===== src/rtl/ram2_fifo_ctrl.sv =====
// Stream-to-RAM FIFO controller in front of ram2 port A, with a 3-entry output buffer that hides the read latency.
// Optional RAM2_FIFO_CNT_EN adds a registered total-occupancy port fifo_cnt.
module ram2_fifo_ctrl #(
   parameter int unsigned DWIDTH = 16,
   parameter int unsigned AWIDTH = 7
) (
   input  logic              clk,
   input  logic              reset,
   input  logic [DWIDTH-1:0] din,
   input  logic              din_valid,
   output logic              din_ready,
   output logic [DWIDTH-1:0] dout,
   output logic              dout_valid,
   input  logic              dout_ready,
   output logic              wrena,
   output logic [AWIDTH-1:0] wraddra,
   output logic [DWIDTH-1:0] dia,
   output logic              rdena,
   output logic [AWIDTH-1:0] rdaddra,
   input  logic [DWIDTH-1:0] doa,
   output logic              full,
`ifdef RAM2_FIFO_CNT_EN
   output logic [AWIDTH+1:0] fifo_cnt,
`endif
   output logic              empty
);

   localparam logic [AWIDTH:0] DEPTH = {1'b1, {AWIDTH{1'b0}}};

   logic [AWIDTH-1:0] wr_ptr_q, wr_ptr_d;
   logic [AWIDTH-1:0] rd_ptr_q, rd_ptr_d;
   logic [AWIDTH:0]   ram_cnt_q, ram_cnt_d;
   logic              pipe_v_q, pipe_v_d;
   logic [DWIDTH-1:0] buf_q [3];
   logic [DWIDTH-1:0] buf_d [3];
   logic [1:0]        head_q, head_d;
   logic [1:0]        tail_q, tail_d;
   logic [1:0]        buf_cnt_q, buf_cnt_d;
   logic [2:0]        credit_used;
   logic              pop;

   always_comb begin
      full        = (ram_cnt_q == DEPTH);
      din_ready   = !full;
      wrena       = din_valid & din_ready;
      wraddra     = wr_ptr_q;
      dia         = din;
      // Credit uses registered buf_cnt so a pop never feeds rdena combinationally.
      credit_used = 3'(buf_cnt_q) + 3'(pipe_v_q);
      rdena       = (ram_cnt_q != '0) && (credit_used < 3'd3);
      rdaddra     = rd_ptr_q;
      dout_valid  = (buf_cnt_q != 2'd0);
      dout        = buf_q[head_q];
      pop         = dout_valid & dout_ready;
      empty       = (ram_cnt_q == '0) && !pipe_v_q && (buf_cnt_q == 2'd0);

      wr_ptr_d  = wrena ? wr_ptr_q + AWIDTH'(1) : wr_ptr_q;
      rd_ptr_d  = rdena ? rd_ptr_q + AWIDTH'(1) : rd_ptr_q;
      ram_cnt_d = ram_cnt_q + (AWIDTH+1)'(wrena) - (AWIDTH+1)'(rdena);
      pipe_v_d  = rdena;

      buf_d  = buf_q;
      tail_d = tail_q;
      if (pipe_v_q) begin
         buf_d[tail_q] = doa;
         tail_d        = (tail_q == 2'd2) ? 2'd0 : tail_q + 2'd1;
      end
      head_d = head_q;
      if (pop) begin
         head_d = (head_q == 2'd2) ? 2'd0 : head_q + 2'd1;
      end
      buf_cnt_d = buf_cnt_q + 2'(pipe_v_q) - 2'(pop);
   end

   always_ff @(posedge clk or posedge reset) begin
      if (reset) begin
         wr_ptr_q  <= '0;
         rd_ptr_q  <= '0;
         ram_cnt_q <= '0;
         pipe_v_q  <= 1'b0;
         head_q    <= '0;
         tail_q    <= '0;
         buf_cnt_q <= '0;
         for (int unsigned i = 0; i < 3; i++) begin
            buf_q[i] <= '0;
         end
      end else begin
         wr_ptr_q  <= wr_ptr_d;
         rd_ptr_q  <= rd_ptr_d;
         ram_cnt_q <= ram_cnt_d;
         pipe_v_q  <= pipe_v_d;
         head_q    <= head_d;
         tail_q    <= tail_d;
         buf_cnt_q <= buf_cnt_d;
         buf_q     <= buf_d;
      end
   end

`ifdef RAM2_FIFO_CNT_EN
   logic [AWIDTH+1:0] fifo_cnt_q, fifo_cnt_d;

   always_comb begin
      fifo_cnt_d = (AWIDTH+2)'(ram_cnt_d) + (AWIDTH+2)'(pipe_v_d) + (AWIDTH+2)'(buf_cnt_d);
   end

   always_ff @(posedge clk or posedge reset) begin
      if (reset) begin
         fifo_cnt_q <= '0;
      end else begin
         fifo_cnt_q <= fifo_cnt_d;
      end
   end

   assign fifo_cnt = fifo_cnt_q;
`endif

endmodule


===== config.mk =====
export PLATFORM = sky130hd
export DESIGN_NAME = ram2_fifo_ctrl
export DESIGN_NICKNAME = d
export VERILOG_FILES = /design/src/rtl/ram2_fifo_ctrl.sv
export SDC_FILE = /design/constraint.sdc
export NUM_CORES = 1
export LEC_CHECK = 0
export CAP_MARGIN = 20
export CORE_MARGIN = 1.5
export CORE_UTILIZATION = 37
export CTS_CLUSTER_DIAMETER = 200
export CTS_CLUSTER_SIZE = 24
export DETAILED_ROUTE_END_ITERATION = 10
export GPL_ROUTABILITY_DRIVEN = 0
export SETUP_SLACK_MARGIN = 0.3
export SLEW_MARGIN = 25
export SYNTH_ARGS = -nofsm -noshare
export SYNTH_HDL_FRONTEND = slang
export SYNTH_SLANG_ARGS = --single-unit

===== constraint.sdc =====
create_clock -name clk -period 4.96 [get_ports clk]
set_input_delay 0.496 -clock clk [delete_from_list [all_inputs] [get_ports clk]]
set_output_delay 0.496 -clock clk [all_outputs]
set_load 0.01 [all_outputs]

==> flow_summary.yaml <==
sta:
  tightest_slew_ns: 0.987
  rsz0062_at_grt: "no"
  fin_crit_ns: 3.30
  finalSetupViolations: 0
  final_max_slew_viol_count: 0
  fin_skew_ns: 0.0115
  setup_tns_ns: 0
  hold_viol_final: 0
  period_share: 0.665
  fmax_mhz: 303
  maxSlewHeadroom: 0.340
synthesis:
  synth_edf_count: 0
  syn_nets: 369
  synthMuxAreaShare: 0.198
  synth_cell_types: 39
  synth_ff_type: "dfrtp_1"
  synth-seq-cells: 77
  synth_top_family_by_area: "multiplexers"
  ys_async_sr_fraction: 1.00
  synth-xor-area-share: 0.0434
  syn_inst: 314
  yosysSeqAreaShare: 0.503
  syn-mean-instance-area_sq_um: 12.2
  ys.warnings.count: 0
  yosys.area_share.simple: 0.0676
  mappedNetlistArea_sq_um: 3830
  synth_fa_ha_area_frac: 0.0640
  synth_compound_area_frac: 0.0539
floorplanning:
  io_pins: 88
  start_util: 0.387
  die_area_sq_um: 11000
  rows: 36
  core_sq_um: 9910
  die_h_um: 105
  die_x_um: 105
critical_path:
  r2r_setup_slack_ns: 1.74
  critical-path-max-stage-delay_ns: 0.78
  path_cells: "nor2b_1 -> buf_4 -> nand2_1 -> o21ai_0 -> clkdlybuf4s50_1"
  critPathBufInv: 2
  slowest_stage: "dfrtp_1"
  crit_family: "buffers and inverters"
  reg2reg_depth: 12
  r2r_end: "ram_cnt_q[6]$_DFF_PP0_"
  required_ns: 4.46
  arrival_ns: 2.80
  critical_path_class: "flip-flop to primary output"
  crit_path_end_kind: "primary output"
  start_kind: "flip-flop"
  worstPathMaxFanout: 20
  timing.rr.start: "pipe_v_q$_DFF_PP0_"
layout:
  n_antenna_cell: 0
  layout_common_cells: "dfrtp_1 (77), clkdlybuf4s50_1 (55), mux2_2 (40)"
  fillCellCount: 951
  final_common_cell: "dfrtp_1"
  drive_above_1_share: 0.203
  final_nets: 412
  final_core_utilization: 0.458
  syn_to_final_growth_pct: 18.3
  design_area_sq_um: 4530
global_route:
  overflow: 0
  antenna_found_initial: 0
  grtUsageTotal: 0.145
  grt_first_pass_wirelength_um: 12500
  grt_pass1_vias: 2506
  grt_start_max_net_pins: 43
min_path:
  min_to: "wraddra[6]$_DFFE_PP0N_"
  min_delay_path_depth: 1
  holdCritStartpoint: "wraddra[6]$_DFFE_PP0N_"
  min_path_type: "flip-flop to flip-flop"
detailed_routing:
  detail-route-antenna-nets: 0
  num_vias: 2384
  drt_iter0_markers: 89
  wl_per_cell_um: 15.1
  dr.pass1.iters: 4
  vias_per_cell: 4.84
  wl_um: 7440
  drc_errors: 0
clocking:
  cts_setup_buffers: 0
  cts_hold_buf: 0
  cts_buffer_depth: 2
  clk_pin_slew_ns: 0.08
  cts_sinks: 77
  clock_latency_ns: 0.34
  ctsResizeCount: 0
  htreeDepth: 3
  root_buffer: "clkbuf_8"
  tritoncts: "built"
  numCtsBuffers: 9
power:
  leakagePower_nw: 2.00
  ir_drop_mv: 0.332
  p_per_area_nw_per_um2: 748
placed_design:
  placed_area_sq_um: 4390
  dp.final_hpwl_um: 4970
  io_buffers: 55
outcome:
  status: "completed"
flow_run:
  drv_cap: 0
sequential cells by signal, indices dropped and copies added (netlist names):
name,count
tail_q,2
buf_cnt_q,2
ram_cnt_q,8
rdaddra,7
buf_q,48
head_q,2
wraddra,7
pipe_v_q,1
worst register-to-register path: cells and delay by family (launching register included):
| family | cells | cell delay, ns |
|---|---|---|
| buf+inv | 1 | 0.04 |
| flops | 1 | 0.44 |
| xor+xnor | 1 | 0.14 |
| compound gates | 5 | 1.21 |
| fa+ha+maj | 5 | 1.31 |
Yosys cell counts, types with 3 or more instances:
master | n | area share
a21oi_1 | 7 | 0.0091
xnor2_1 | 14 | 0.032
nand4_1 | 4 | 0.0065
buf_4 | 17 | 0.033
mux2_2 | 40 | 0.12
clkbuf_1 | 5 | 0.0049
a21o_1 | 3 | 0.0059
o21ai_0 | 18 | 0.024
nand3_1 | 6 | 0.0078
dfrtp_1 | 77 | 0.50
mux2i_1 | 16 | 0.042
ha_1 | 18 | 0.059
nand2_1 | 24 | 0.024
xor2_1 | 5 | 0.011
inv_1 | 18 | 0.018
nor3_1 | 3 | 0.0039
nor2_1 | 3 | 0.0029
buf_2 | 3 | 0.0039
mux2_4 | 10 | 0.039
worst max path at each step:
stage | startpoint | cells past startpoint | slack, ns | to
6_report | head_q[1]$_DFFE_PP0P_ | 5 | 1.66 | dout[14]
3_3_place_gp | pipe_v_q$_DFF_PP0_ | 12 | 1.83 | ram_cnt_q[6]$_DFF_PP0_
5_1_grt | head_q[1]$_DFFE_PP0P_ | 5 | 1.51 | dout[14]
4_1_cts | head_q[1]$_DFFE_PP0P_ | 5 | 1.62 | dout[14]
2_1_floorplan | pipe_v_q$_DFF_PP0_ | 12 | 1.89 | ram_cnt_q[6]$_DFF_PP0_
3_5_place_dp | pipe_v_q$_DFF_PP0_ | 12 | 1.77 | ram_cnt_q[6]$_DFF_PP0_
cell type report:
cell class,instances,area (sq um),share of cell area
inverters,20,76.3,0.0168
clock buffers,11,131,0.0290
flip-flops and latches,77,1930,0.425
multi-input cells,190,1640,0.361
clock inverters,3,15.0,0.00331
well taps,133,166,0.0367
repair buffers,59,581,0.128
stage by stage:
step | instances | total power [mW] | hold WS (ns) | worst slack (ns)
after global routing | 493 | 3.66 | 0.519 | 1.51
final | 493 | 3.39 | 0.484 | 1.66
after floorplan | 314 | 2.39 | 0.466 | 1.89
after global placement | 479 | 2.98 | 0.468 | 1.83
after CTS | 493 | 3.44 | 0.491 | 1.62
after detailed placement | 479 | 3.03 | 0.479 | 1.77
routing by layer:
metal  share of wire  track usage  routed length [um]  up-vias
met2            0.47        0.226                3480       54
met1            0.46        0.183                3420     1171
met3           0.053       0.0468                 397       10
li1                -            -                   -     1149
met4           0.019       0.0636                 140        0
met5               0            0                   0        -
power breakdown:
group	total, mW	internal [mW]	switching (mW)
logic	1.81	1.00	0.812
clock network	0.386	0.174	0.212
registers	1.19	0.967	0.225
kinds of logic after synthesis:
| kind of cell | count (synthesis) |
|---|---|
| flip-flops | 77 |
| buffers and inverters | 47 |
| AO/OA/AOI/OAI | 35 |
| AND/OR/NAND/NOR | 51 |
| adder cells (fa/ha/maj) | 19 |
| multiplexers | 66 |
| XOR/XNOR | 19 |
No activity file was read; power rests on OpenSTA's default activity.
